File: src/rtl/accum_frame_reader_if.sv
// Bundle between the frame reader, the accumulator FIFO read side and the TX path.
// master: the reader (pops FIFO, drives bytes/status); slave: FIFO + transmitter side.
interface accum_frame_reader_if;
   logic        fifo_empty;
   logic [15:0] fifo_data;
   logic        fifo_rd;
   logic [7:0]  tx_data;
   logic        tx_valid;
   logic        tx_ready;
   logic        frame_busy;
   logic        frame_done;
   logic        err_underrun;

   modport master (
      input  fifo_empty,
      input  fifo_data,
      input  tx_ready,
      output fifo_rd,
      output tx_data,
      output tx_valid,
      output frame_busy,
      output frame_done,
      output err_underrun
   );

   modport slave (
      output fifo_empty,
      output fifo_data,
      output tx_ready,
      input  fifo_rd,
      input  tx_data,
      input  tx_valid,
      input  frame_busy,
      input  frame_done,
      input  err_underrun
   );
endinterface

File: src/rtl/accum_frame_reader.sv
// Drains the FWFT accumulator FIFO and frames words as: header, payload
// (MSB byte first), modulo-256 payload checksum; bytes leave on a valid/ready
// handshake. Ports: clk, rst (sync, active-high), bus (master modport):
// fifo_empty/fifo_data in, fifo_rd out (combinational pop strobe),
// tx_data/tx_valid out, tx_ready in, frame_busy, frame_done, err_underrun out.
module accum_frame_reader #(
   parameter int         WORDS_PER_FRAME = 125,
   parameter logic [7:0] HEADER_BYTE     = 8'hA5,
   parameter int         TIMEOUT_CYCLES  = 65535
) (
   input logic                  clk,
   input logic                  rst,
   accum_frame_reader_if.master bus
);

   typedef enum logic [2:0] {
      IDLE,
      HEADER,
      WAIT_WORD,
      SEND_HI,
      SEND_LO,
      SEND_CSUM,
      DONE
   } state_t;

   localparam int CW =
      (WORDS_PER_FRAME > 1) ? $clog2(WORDS_PER_FRAME) : 1;
   localparam logic [CW-1:0] LAST_WORD = CW'(WORDS_PER_FRAME - 1);
   localparam logic [15:0]   TO_LAST   = 16'(TIMEOUT_CYCLES - 1);

   state_t        state;
   logic [7:0]    loByte;
   logic [7:0]    csum;
   logic [CW-1:0] wordCnt;
   logic [15:0]   toCnt;
   logic          padding;
   logic [7:0]    txData;
   logic          txValid;
   logic          busy;
   logic          done;
   logic          errUnd;

   logic accept;
   logic take;

   assign accept = txValid & bus.tx_ready;
   // Once padding starts the FIFO is left alone for the rest of the frame.
   assign take = (state == WAIT_WORD) & ~bus.fifo_empty & ~padding;

   assign bus.fifo_rd      = take;
   assign bus.tx_data      = txData;
   assign bus.tx_valid     = txValid;
   assign bus.frame_busy   = busy;
   assign bus.frame_done   = done;
   assign bus.err_underrun = errUnd;

   always_ff @(posedge clk) begin
      if (rst) begin
         state   <= IDLE;
         loByte  <= 8'h00;
         csum    <= 8'h00;
         wordCnt <= '0;
         toCnt   <= 16'h0000;
         padding <= 1'b0;
         txData  <= 8'h00;
         txValid <= 1'b0;
         busy    <= 1'b0;
         done    <= 1'b0;
         errUnd  <= 1'b0;
      end else begin
         done <= 1'b0;
         unique case (state)
            IDLE: begin
               if (~bus.fifo_empty) begin
                  txData  <= HEADER_BYTE;
                  txValid <= 1'b1;
                  busy    <= 1'b1;
                  csum    <= 8'h00;
                  wordCnt <= '0;
                  toCnt   <= 16'h0000;
                  state   <= HEADER;
               end
            end
            HEADER: begin
               if (accept) begin
                  txValid <= 1'b0;
                  state   <= WAIT_WORD;
               end
            end
            WAIT_WORD: begin
               if (padding) begin
                  loByte  <= 8'h00;
                  txData  <= 8'h00;
                  txValid <= 1'b1;
                  toCnt   <= 16'h0000;
                  state   <= SEND_HI;
               end else if (~bus.fifo_empty) begin
                  // High byte goes straight out; only the low byte is kept.
                  loByte  <= bus.fifo_data[7:0];
                  txData  <= bus.fifo_data[15:8];
                  txValid <= 1'b1;
                  toCnt   <= 16'h0000;
                  state   <= SEND_HI;
               end else begin
                  toCnt <= toCnt + 16'd1;
                  if (toCnt == TO_LAST) begin
                     padding <= 1'b1;
                     errUnd  <= 1'b1;
                  end
               end
            end
            SEND_HI: begin
               if (accept) begin
                  csum   <= csum + txData;
                  txData <= loByte;
                  state  <= SEND_LO;
               end
            end
            SEND_LO: begin
               if (accept) begin
                  csum    <= csum + txData;
                  wordCnt <= wordCnt + 1'b1;
                  if (wordCnt == LAST_WORD) begin
                     // Checksum byte folds in the low byte being accepted now.
                     txData <= csum + txData;
                     state  <= SEND_CSUM;
                  end else begin
                     txValid <= 1'b0;
                     state   <= WAIT_WORD;
                  end
               end
            end
            SEND_CSUM: begin
               if (accept) begin
                  txValid <= 1'b0;
                  done    <= 1'b1;
                  state   <= DONE;
               end
            end
            DONE: begin
               busy    <= 1'b0;
               padding <= 1'b0;
               state   <= IDLE;
            end
            default: begin
               state <= IDLE;
            end
         endcase
      end
   end

endmodule

File: src/flat_wrapper.sv
// flat-port wrapper written by rule: the top's interface ports become plain ports
module accum_frame_reader_flat 
#(
   parameter int         WORDS_PER_FRAME = 125,
   parameter logic [7:0] HEADER_BYTE     = 8'hA5,
   parameter int         TIMEOUT_CYCLES  = 65535
)
  (clk, rst, bus_fifo_empty, bus_fifo_data, bus_tx_ready, bus_fifo_rd, bus_tx_data, bus_tx_valid, bus_frame_busy, bus_frame_done, bus_err_underrun);
  accum_frame_reader_if bus_i ();
  input logic clk;
  input logic rst;
  input wire logic [$bits(bus_i.fifo_empty)-1:0] bus_fifo_empty;
  input wire logic [$bits(bus_i.fifo_data)-1:0] bus_fifo_data;
  input wire logic [$bits(bus_i.tx_ready)-1:0] bus_tx_ready;
  output wire logic [$bits(bus_i.fifo_rd)-1:0] bus_fifo_rd;
  output wire logic [$bits(bus_i.tx_data)-1:0] bus_tx_data;
  output wire logic [$bits(bus_i.tx_valid)-1:0] bus_tx_valid;
  output wire logic [$bits(bus_i.frame_busy)-1:0] bus_frame_busy;
  output wire logic [$bits(bus_i.frame_done)-1:0] bus_frame_done;
  output wire logic [$bits(bus_i.err_underrun)-1:0] bus_err_underrun;
  assign bus_i.fifo_empty = bus_fifo_empty;
  assign bus_i.fifo_data = bus_fifo_data;
  assign bus_i.tx_ready = bus_tx_ready;
  assign bus_fifo_rd = bus_i.fifo_rd;
  assign bus_tx_data = bus_i.tx_data;
  assign bus_tx_valid = bus_i.tx_valid;
  assign bus_frame_busy = bus_i.frame_busy;
  assign bus_frame_done = bus_i.frame_done;
  assign bus_err_underrun = bus_i.err_underrun;
  accum_frame_reader #(.WORDS_PER_FRAME(WORDS_PER_FRAME), .HEADER_BYTE(HEADER_BYTE), .TIMEOUT_CYCLES(TIMEOUT_CYCLES)) u_core (.clk(clk), .rst(rst), .bus(bus_i));
endmodule
File: config.mk
export PLATFORM = sky130hd
export DESIGN_NAME = accum_frame_reader_flat
export DESIGN_NICKNAME = d
export VERILOG_FILES = /design/src/rtl/accum_frame_reader_if.sv /design/src/rtl/accum_frame_reader.sv /design/src/flat_wrapper.sv
export SDC_FILE = /design/constraint.sdc
export NUM_CORES = 1
export LEC_CHECK = 0
export BUFFER_PORTS_ARGS = -buffer_cell sky130_fd_sc_hd__buf_2
export CAP_MARGIN = 20
export CORE_ASPECT_RATIO = 1.2
export CORE_MARGIN = 10
export CORE_UTILIZATION = 50
export DETAILED_ROUTE_END_ITERATION = 7
export GPL_TIMING_DRIVEN = 0
export PLACE_DENSITY = 0.67
export SKIP_LAST_GASP = 1
export SLEW_MARGIN = 20
export SYNTH_ARGS = -nofsm -noshare
export SYNTH_HDL_FRONTEND = slang
export SYNTH_SLANG_ARGS = --single-unit
export TNS_END_PERCENT = 30
File: constraint.sdc
create_clock -name clk -period 3.9 [get_ports clk]
set_input_delay 0.585 -clock clk [delete_from_list [all_inputs] [get_ports clk]]
set_output_delay 0.585 -clock clk [all_outputs]
set_load 0.01 [all_outputs]
==> results of run 1 <==
-- power breakdown --
group	switching (uW)	leakage [uW]	internal [uW]
Clock	213	0.0000526	138
Sequential	7.21	0.000445	569
Combinational	58.5	0.000692	32.7
-- worst min-delay path: cells and delay by family (launching register included) --
kind               cells  cell delay, ps
DFF                    1             340
and+or+nand+nor        1              50
AOI/OAI and AO/OA      1              50
-- cell usage after synthesis (all sizes together) (2+ instances only) --
library cell	number
a211oi	2
a21oi	29
a221oi	4
a222oi	4
a22oi	9
a2bb2oi	2
a311oi	7
a31o	2
a31oi	7
buf	8
clkbuf	8
dfxtp	55
ha	11
inv	13
nand2	33
nand2b	3
nand3	15
nand4	10
nand4b	2
nor2	52
nor2b	4
nor3	9
nor3b	2
nor4	4
o21ai	9
o21bai	4
o31ai	2
o41ai	2
or2	3
or3	3
or3b	2
or4	3
xnor2	7
xor2	7
-- metrics by stage --
step,std cells,worst slack (ps),cell area [sq um],total power [uW]
2_1_floorplan,347,1714,2874,644.6
3_3_place_gp,441,1560,3104,678.5
3_5_place_dp,441,1532,3104,679.5
4_1_cts,449,1449,3204,1032
5_1_grt,449,1340,3204,1059
6_report,449,1472,3204,1018
-- state kept, by name, indices dropped and copies added, names as in the netlist --
register and cells:
u_core.loByte 8, u_core.csum 8, u_core.bus.err_underrun 1, u_core.padding 1, u_core.state 3, u_core.bus.frame_done 1, u_core.toCnt 16, u_core.wordCnt 7
u_core.bus.frame_busy 1, u_core.bus.tx_data 8, u_core.bus.tx_valid 1
-- routing by layer --
metal	part of all wire, %	track usage (%)
met1	45	20.67
met2	48	26.64
met3	4.0	3.083
met4	2.2	6.495
met5	0	0
-- area by class of cell --
type                       instances  area [sq um]
inverter                          13         48.80
clock inverter                     3         31.28
sequential                        55          1101
fill                             542          2426
buffer                            16         75.07
clock buffer                       5         68.82
tap                               64         80.08
timing repair buffer              30         150.1
multi-input combinational        263          1649
-- placed cells by master (no fill, tap or decap), types with 3 or more instances in the layout --
cell type,instances
nor4_1,4
a22oi_1,9
nand2_1,33
ha_1,11
clkbuf_1,8
a221oi_1,4
a311oi_1,6
nand4_1,9
a222oi_1,4
buf_2,36
o21ai_0,8
xnor2_1,7
nand3_1,15
or3_1,3
nand2b_1,3
dfxtp_1,55
a21oi_1,29
o21bai_1,4
inv_1,13
nor2_1,52
nor2b_1,4
nor3_1,8
clkbuf_8,5
xor2_1,7
a31oi_1,7
-- logic make-up (layout without fill, tap and decap cells) --
group	Yosys count	in the layout	synth area share (%)
buffers and inverters	29	67	4.310
AOI/OAI and AO/OA	89	89	21.64
adders and majority gates	12	12	5.485
and+or+nand+nor	147	147	25.21
DFF	55	55	38.31
xor gates and xnor gates	15	15	5.050
-- how the worst min path moves through the flow --
stage                                             from                                  to
detailed placement  u_core.bus.tx_data[6]$_SDFFE_PP0P_  u_core.bus.tx_data[6]$_SDFFE_PP0P_
global route             u_core.toCnt[15]$_SDFFE_PP0P_       u_core.toCnt[15]$_SDFFE_PP0P_
CTS                 u_core.bus.tx_data[6]$_SDFFE_PP0P_  u_core.bus.tx_data[6]$_SDFFE_PP0P_
global placement           u_core.csum[4]$_SDFFE_PP0P_         u_core.csum[4]$_SDFFE_PP0P_
floorplan                u_core.toCnt[15]$_SDFFE_PP0P_       u_core.toCnt[15]$_SDFFE_PP0P_
finish              u_core.bus.tx_data[6]$_SDFFE_PP0P_  u_core.bus.tx_data[6]$_SDFFE_PP0P_
==> summary.txt, run 1 <==
Synthesis
  • Synth Warn #: 0
  • Cells after synthesis: 347
  • FFs w/ async S/R, synth: 0%
  • Synth top area share: 38.31%
  • Synth cell types: 53
  • Mapped Area: ~0.0029 sq mm
  • Post-synth EDFFs: 0
  • Post-synthesis sequential area ratio: a little under two fifths
  • Syn_area_per_cell: ~8.3 sq um
  • Synth top area cells: dfxtp_1, nor2_1, a21oi_1
  • Syn Nets: between 300 and 400
  • Top_reg_cell synth: dfxtp_1
  • Flops & latches, synth: between 50 and 60
  • Biggest area consumer among synthesized cells: dfxtp_1

Detailed routing
  • Via count: about 2700
  • Post-DR wirelength/cell: 16.14 um
  • Routed WL: 7245 um
  • Antenna violation net count after detailed routing: 0
  • Vias per inst: 5.940
  • Initial DRC Count: between 200 and 250
  • Drc violations: 0
  • 1st-pass router iterations: 5

Power
  • Power per cell area: ~320 mW/mm^2
  • IR drop worst, VDD: roughly 240 uV
  • Leak pwr: approximately 0.0012 uW

Place
  • Port Buffer Count: 30
  • DPL Wire Length: around 5300 um
  • GPL Wtd Cong: approximately 0.9

Die
  • FP Rows: 30
  • Initial Util: between 50% and 60%
  • Die width: just under 90 um
  • CORE AREA: between 0.005 and 0.006 sq mm
  • Die Y: between 100 and 150 um
  • # IOs: 33
  • Die area: between 0.009 and 0.01 sq mm

STA
  • Hold Fails Final Rpt: 0
  • Hold slack: 473.3 ps
  • Post-layout min period: 2428 ps
  • Period utilisation layout: approximately 62%
  • RSZ-0062 raised after global routing: no
  • Fin. max-slew vios: 0
  • Setup TNS: 0 ps
  • Fmax: 411.8 MHz
  • Worst-margin pin slew: between 800 and 900 ps
  • Worst rel slew slack: between 40% and 50%
  • Clock Skews: 5.940 ps
  • Final setup fails: 0

Critical path
  • Crit path capture: bus_fifo_rd
  • Largest stage delay on the critical path: roughly 450 ps
  • Crit path required time: 3310 ps
  • Max FO, Critical Path: 9
  • FF-to-FF End: u_core.bus.tx_data[6]$_SDFFE_PP0P_
  • Worst path bufs/invs: 1
  • Startpoint types: flip-flop
  • Crit-path leading delay family: simple AND/OR/NAND/NOR gates
  • Cells on worst reg2reg path: 8
  • Crit path depth: 3
  • Critical-path top delay cell: nor3_2
  • CP endpoint kind: output port
  • Critical path origin: u_core.state[1]$_SDFFE_PP0P_
  • R2R setup slack: 1490 ps
  • Critical Path AT: ~1800 ps
  • Ordered list of cells on the worst path: or3b_1 -> nor3_2 -> buf_2
  • Reg2reg start: u_core.bus.tx_data[0]$_SDFFE_PP0P_
  • CP Class: flip-flop to output port

CTS
  • CTS Buf Count: 5
  • Hold Buf Count CTS: 0
  • Post-CTS Resized: 0
  • Clock Sink Count: between 50 and 60
  • Root Driver: clkbuf_8
  • Worst-case clock buffer depth: 2
  • Clk_lat worst skew: 320 ps
  • Clock Pin Slew Worst Setup and Hold Paths: approximately 110 ps
  • Post-CTS setup buffer count: 0
  • H-tree depth: 2
  • CTS tree: built

Finish
  • Fraction of layout cells with a size suffix above 1: between 10 and 15%
  • Area grow syn2layout: 11.49%
  • Diodes inserted: 0
  • Post-layout net count: around 420
  • Final Util: about 57%

Worst hold path
  • Hold path depth: 2
  • HP Class: flip-flop to flip-flop

Outcome
  • Status: finished, final reports clean

Job
  • Max cap viols: 0

GRT
  • Initial antenna violation count: 0
  • Largest net degree at the start of global routing: 21
  • Number of global-route vias before repair: 2456
  • GR Overflow Total: 0
  • GRT Overall Usage: between 10% and 20%
  • First-pass GRT wire length: between 10000 and 15000 um
Note: power is estimated with default switching activity, not from simulation.
==> inputs of run 2 (changes only) <==
ABC_AREA = 1   (was default)
PLACE_DENSITY = 0.69   (was 0.67)
clock period = 2.11 ns   (was 3.9 ns; I/O delays follow)
==> run 2 against run 1 <==
  * First-iteration DRC count shrank 59%
  * Sequential cell count did not move
  * Final area is 6.4% higher
  * Sequential power rose by 110%
  * Largest cell class unchanged
==> summary.txt, run 2 <==
Synthesis
  • Biggest area consumer among synthesized cells: dfxtp_1
  • Synth top area share: 35.92% (-2.4 points)
  • Post-synth top cells: nand2_1, dfxtp_1, a21oi_1
  • FFs w/ async S/R, synth: 0% (unchanged)
  • Post-synth EDFFs: 0 (unchanged)
  • Top_reg_cell synth: dfxtp_1
  • Post-synthesis sequential area ratio: 35.92% (-2.4 points)
  • Flops & latches, synth: 55 (unchanged)
  • Synth cell types: 37 (-30%)
  • Cells after synthesis: 446 (+29%)
  • Synth top area cells: dfxtp_1, nand2_1, a21oi_1
  • Mapped Area: 0.003065 sq mm (+6.7%)
  • Synth Warn #: 0 (unchanged)
  • Syn_area_per_cell: 6.873 sq um (-17%)
  • Top-count cell post-synth: nand2_1
  • Syn Nets: 478 (+26%)

Finish
  • Max FFs per register: 16 (unchanged)
  • Post-route cell area: 0.003411 sq mm (+6.4%)
  • Post-layout net count: 516 (+24%)
  • Diodes inserted: 0 (unchanged)
  • Most common cell after layout, fill and taps aside: nand2_1
  • Filler cell count: 602 (+11%)
  • Top reg by flops: u_core.toCnt
  • Final Util: 56.73% (-0.18 points)
  • Area grow syn2layout: 11.27%
  • Fraction of layout cells with a size suffix above 1: 16.49% (+2.5 points)
  • Most frequent cells in the layout: nand2_1, dfxtp_1, a21oi_1

CTS
  • Hold Buf Count CTS: 0 (unchanged)
  • Clock Sink Count: 55 (unchanged)
  • CTS tree: built
  • Clk_lat worst skew: 310 ps (about the same)
  • Clock Pin Slew Worst Setup and Hold Paths: 100 ps (about the same)
  • CTS Buf Count: 5 (unchanged)
  • Worst-case clock buffer depth: 2 (unchanged)
  • Post-CTS setup buffer count: 0 (unchanged)
  • Root Driver: clkbuf_8
  • H-tree depth: 2 (unchanged)

Detailed routing
  • Post-DR wirelength/cell: 13.17 um (-18%)
  • Routed WL: 7467 um (+3.1%)
  • Drc violations: 0 (unchanged)
  • Via count: 2913 (+9.2%)
  • 1st-pass router iterations: 5 (unchanged)
  • Vias per inst: 5.138 (-14%)
  • Antenna violation net count after detailed routing: 0 (unchanged)
  • Initial DRC Count: 98 (-59%)

Critical path
  • CP Class: flip-flop to output port
  • Critical-path top delay cell: nor3_4
  • Worst path bufs/invs: 2 (+1)
  • Crit path required time: 1790 ps (-1520 ps)
  • Crit-path leading delay family: simple AND/OR/NAND/NOR gates
  • CP endpoint kind: output port
  • Ordered list of cells on the worst path: buf_6 -> nor2_4 -> nand2_4 -> nor3_4 -> buf_2
  • Largest stage delay on the critical path: 350 ps (-100 ps)
  • Critical Path AT: 1590 ps (-250 ps)
  • Max FO, Critical Path: 9 (unchanged)
  • Startpoint types: flip-flop

Place
  • DPL Wire Length: 5692 um (+7.8%)
  • GPL Wtd Cong: 0.8765 (-2.5%)
  • Port Buffer Count: 31 (+3.3%)
  • Placed inst area: 0.003323 sq mm (+7.1%)

Power
  • Power per cell area: 874.4 mW/mm^2 (+180%)
  • IR drop worst, VDD: 564.9 uV (+130%)
  • Final total power: 2982 uW (+190%)
  • Leak pwr: 0.001446 uW (+22%)

GRT
  • First-pass GRT wire length: 12820 um (+7.6%)
  • Largest net degree at the start of global routing: 16 (-24%)
  • Number of global-route vias before repair: 2811 (+14%)
  • GRT Overall Usage: 15.65% (-0.71 points)
  • GR Overflow Total: 0 (unchanged)
  • Initial antenna violation count: 0 (unchanged)

STA
  • Period utilisation layout: approximately nine tenths
  • RSZ-0062 raised after global routing: no
  • Hold Fails Final Rpt: 0 (unchanged)
  • Post-layout min period: approximately 1900 ps
  • Worst-margin pin slew: 702.3 ps (-100.2 ps)
  • Worst rel slew slack: 53.18% (+7.2 points)
  • Setup TNS: 0 ps (unchanged)
  • Fin. max-slew vios: 0 (unchanged)
  • Final setup fails: 0 (unchanged)
  • Fmax: ~520 MHz
  • Clock Skews: 7.134 ps (+1.195 ps)

Die
  • Die Y: 105.8 um (+2.6%)
  • # IOs: 33 (unchanged)
  • Initial Util: 50.99% (-0.056 points)
  • CORE AREA: 0.006012 sq mm (+6.8%)
  • Die area: 0.009675 sq mm (+5.2%)
  • Die width: 91.48 um (+2.5%)
  • FP Rows: 31 (+3.3%)

Job
  • Max cap viols: 0 (unchanged)

Worst hold path
  • HP Class: input port to flip-flop

Outcome
  • Status: finished, final reports clean
## run 2: cell count changes in the layout (fill, tap and decap cells not counted), moves of 6 or more
| cell | delta |
|---|---|
| o21ai_0 | +6 |
| nand2_1 | +91 |
| nand2_2 | +10 |
| nor2_1 | -17 |
| a31oi_1 | -6 |
| a311oi_1 | -6 |
| nand3_1 | +19 |
| inv_2 | +6 |
| a22oi_1 | -7 |
| a21oi_1 | +22 |
| inv_1 | +25 |
## run 2: worst register-to-register path, stage by stage, from the launching register on
cell	delay [ps]
dfxtp_1	340
ha_1	230
fa_1	410
nand2_1	90
nand2_1	80
nand3_1	100
nand3_1	100
nand3_1	100
nand2_1	60
nand2_2	60
a21oi_2	40
## run 2: logic make-up after synthesis
group / synth area share, %
simple gates: 35.80
fa+ha+maj: 5.143
flops: 35.92
compound gates: 14.49
buf+inv: 7.511
xor+xnor: 1.143
## run 2: per-layer routing
metal  GRT usage (%)  part of all wire, %  vias to the layer above
met2           26.70                   48                       53
met1           18.62                   46                     1318
met5               0                    0                        -
li1                -                    -                     1535
met4           5.381                  1.3                        0
met3           3.833                  4.8                        7
## run 2: final timing paths
path,from,to,depth (start not counted),slack (ps)
worst max register to register,u_core.bus.tx_data[0]$_SDFFE_PP0P_,u_core.bus.tx_data[6]$_SDFFE_PP0P_,10,370
worst max-delay path,u_core.state[0]$_SDFFE_PP0P_,bus_fifo_rd,5,200
worst min-delay path,bus_fifo_data[2],u_core.loByte[2]$_SDFFE_PP0P_,3,240
worst min register to register,u_core.wordCnt[5]$_SDFFE_PP0P_,u_core.wordCnt[5]$_SDFFE_PP0P_,2,460
## run 2: area by class of cell
class	instances	area [sq um]	area share, %
Tap cell	82	102.6	3.008
Inverter	46	182.7	5.356
Clock inverter	1	5.005	0.1467
Timing Repair Buffer	31	155.1	4.549
Sequential cell	55	1101	32.28
Buffer	9	47.55	1.394
Multi-Input combinational cell	336	1740	51.03
Clock buffer	7	76.32	2.238
## run 2: power breakdown
part	switching [uW]	internal, uW	leakage [uW]
logic	798	387	0.000958
clock network	341	234	0.0000422
registers	81.4	1140	0.000446
total	1220	1760	0.00145
## run 2: repair_timing
action | 4_1_cts | 5_1_grt
hold endpoints to repair | 0 | 0
gates resized for setup | 1 | 0
endpoints found under the setup margin | 1 | 0
## run 2: metrics by stage
| step | instances | setup slack [ps] | hold WS, ps |
|---|---|---|---|
| final | 567 | 201.2 | 240.2 |
| after floorplan | 446 | 496.6 | 427.6 |
| after detailed placement | 559 | 327.7 | 442.6 |
| after CTS | 567 | 156.7 | 230.9 |
| after global placement | 559 | 354.1 | 438.4 |
| after global routing | 567 | 67.04 | 244.0 |
==> inputs of run 3 (changes only) <==
CORE_UTILIZATION = 53   (was 50)
PLACE_DENSITY = 0.73   (was 0.69)
==> run 3 against run 2 <==
  * Global-route usage increased by 1.4 points
  * Register-to-register slack hardly changed
  * Wire length shrank 0.25%
  * Cell count decreased by 3.2%
  * Setup slack got worse by 24 ps
  * Core utilization is 4.1 points higher
  * Final area up 0.40%
  * Clock skew fell by 0.52 ps
  * Maximum frequency fell by 1.2%
  * Sequential share of layout area shrank 0.13 points
  * Non-clock buffer count unchanged
  * Count of clock-buffer cells in the layout is 1 lower
  * Critical path type unchanged
  * Critical endpoint unchanged
  * Highest routed layer unchanged
==> summary.txt, run 3 (synthesis results as in run 2) <==
STA
  • Final setup fails: 0 (unchanged)
  • Hold Fails Final Rpt: 0 (unchanged)
  • RSZ-0062 raised after global routing: no
  • Worst-margin pin slew: 694.0 ps (-8.298 ps)
  • Post-layout min period: 1933 ps (+23.91 ps)
  • Post-route setup slack: 177.3 ps (-23.91 ps)
  • Clock Skews: 6.613 ps (-0.5213 ps)
  • Fin. max-slew vios: 0 (unchanged)
  • Fmax: 517.4 MHz (-1.2%)
  • Period utilisation layout: 91.60% (+1.1 points)
  • Worst rel slew slack: 53.73% (+0.55 points)
  • Setup TNS: 0 ps (unchanged)

Power
  • IR drop worst, VDD: 555.4 uV (-1.7%)
  • Final total power: 3142 uW (+5.3%)
  • Leak pwr: 0.001465 uW (+1.3%)
  • Power per cell area: 917.4 mW/mm^2 (+4.9%)

CTS
  • Clk_lat worst skew: 310 ps (about the same)
  • H-tree depth: 2 (unchanged)
  • Hold Buf Count CTS: 0 (unchanged)
  • CTS Buf Count: 5 (unchanged)
  • Clock Sink Count: 55 (unchanged)
  • Root Driver: clkbuf_8
  • Clock Pin Slew Worst Setup and Hold Paths: 100 ps (about the same)
  • CTS tree: built
  • Worst-case clock buffer depth: 2 (unchanged)

Finish
  • Most common cell after layout, fill and taps aside: nand2_1
  • Post-route cell area: 0.003425 sq mm (+0.40%)
  • Diodes inserted: 0 (unchanged)
  • Filler cell count: 565 (-6.1%)
  • Fraction of layout cells with a size suffix above 1: 16.91% (+0.41 points)
  • Post-layout net count: 516 (unchanged)
  • Max FFs per register: 16 (unchanged)
  • Top reg by flops: u_core.toCnt
  • Most frequent cells in the layout: nand2_1, dfxtp_1, a21oi_1
  • Area grow syn2layout: 11.71%

Place
  • GPL Wtd Cong: 0.8713 (-0.59%)
  • Placed inst area: 0.003301 sq mm (-0.68%)
  • Setup slack at placement: 315.3 ps (-12.34 ps)
  • DPL Wire Length: 5559 um (-2.4%)
  • Port Buffer Count: 31 (unchanged)

Critical path
  • CP Class: flip-flop to output port
  • Largest stage delay on the critical path: 370 ps (+20 ps)
  • Reg2reg start: u_core.bus.tx_data[0]$_SDFFE_PP0P_
  • Critical path origin: u_core.state[0]$_SDFFE_PP0P_
  • Crit-path leading delay family: simple AND/OR/NAND/NOR gates
  • Startpoint types: flip-flop
  • Worst path bufs/invs: 2 (unchanged)
  • Crit path required time: 1790 ps (about the same)
  • Critical Path AT: 1620 ps (+30 ps)
  • Max FO, Critical Path: 9 (unchanged)
  • Critical-path top delay cell: nor3_4
  • Ordered list of cells on the worst path: buf_6 -> nor2_4 -> nand2_4 -> nor3_4 -> buf_2
  • CP endpoint kind: output port

Die
  • # IOs: 33 (unchanged)
  • Die area: 0.009239 sq mm (-4.5%)
  • Die width: 89.43 um (-2.2%)
  • CORE AREA: 0.005630 sq mm (-6.3%)
  • FP Rows: 30 (-3.2%)
  • Initial Util: 54.44% (+3.5 points)
  • Die Y: 103.3 um (-2.3%)

Detailed routing
  • Vias per inst: 5.419 (+5.5%)
  • Drc violations: 0 (unchanged)
  • Antenna violation net count after detailed routing: 0 (unchanged)
  • Routed WL: 7448 um (-0.25%)
  • Via count: 2975 (+2.1%)
  • Initial DRC Count: 122 (+24%)
  • 1st-pass router iterations: 4 (-1)
  • Post-DR wirelength/cell: 13.57 um (+3.0%)

GRT
  • GRT Overall Usage: 17.08% (+1.4 points)
  • First-pass GRT wire length: 12670 um (-1.2%)
  • Number of global-route vias before repair: 2841 (+1.1%)
  • Largest net degree at the start of global routing: 17 (+1)
  • Initial antenna violation count: 0 (unchanged)
  • GR Overflow Total: 0 (unchanged)

Worst hold path
  • Hold Startpoint: bus_fifo_data[7]
  • HP Class: input port to flip-flop

Outcome
  • Status: finished, final reports clean

Job
  • Max cap viols: 0 (unchanged)
run 3: layout make-up:
class                   instances  area (sq um)  share of cell area [%]
plain buffers                   9         47.55                   1.388
clock buffers                   6         82.58                   2.411
clock inverters                 2         35.03                   1.023
inverters                      46         182.7                   5.334
multi-input cells             336          1740                   50.82
flip-flops and latches         55          1101                   32.15
well taps                      64         80.08                   2.338
repair buffers                 31         155.1                   4.531
run 3: repair_timing:
| action | 4_1_cts | 5_1_grt |
|---|---|---|
| buffers inserted | 0 | 0 |
| endpoints found under the setup margin | 1 | 0 |
| gates resized for setup | 1 | 0 |
run 3: final timing paths:
kind | to | slack, ps | depth (start not counted)
worst max register to register | u_core.bus.tx_data[6]$_SDFFE_PP0P_ | 360 | 10
worst min-delay path | u_core.loByte[7]$_SDFFE_PP0P_ | 240 | 3
worst max-delay path | bus_fifo_rd | 180 | 5
worst min register to register | u_core.wordCnt[5]$_SDFFE_PP0P_ | 460 | 2
run 3: metrics by stage:
step	instances	util, %	hold slack (ps)
finish	549	60.82	239.1
CTS	549	60.82	236.8
floorplan	446	-	427.6
detailed placement	541	58.62	444.6
global placement	541	58.62	438.5
global route	549	60.82	225.0
run 3: layer usage:
layer	track usage [%]	wire length [um]	vias to the layer above
met5	0	0	-
met4	5.147	79	0
met3	4.545	450	7
met2	28.65	3558	77
met1	20.76	3359	1353
li1	-	-	1538
run 3: tightest hold or removal path, stage by stage:
cell and delay, ps:
buf_2 90, nand2_1 50, a21oi_1 50
run 3: where the power goes:
group          total (uW)  switching, uW  internal, uW
Sequential           1220           82.5          1140
Clock                 731            346           385
Combinational        1190            800           388
Total                3140           1230          1910
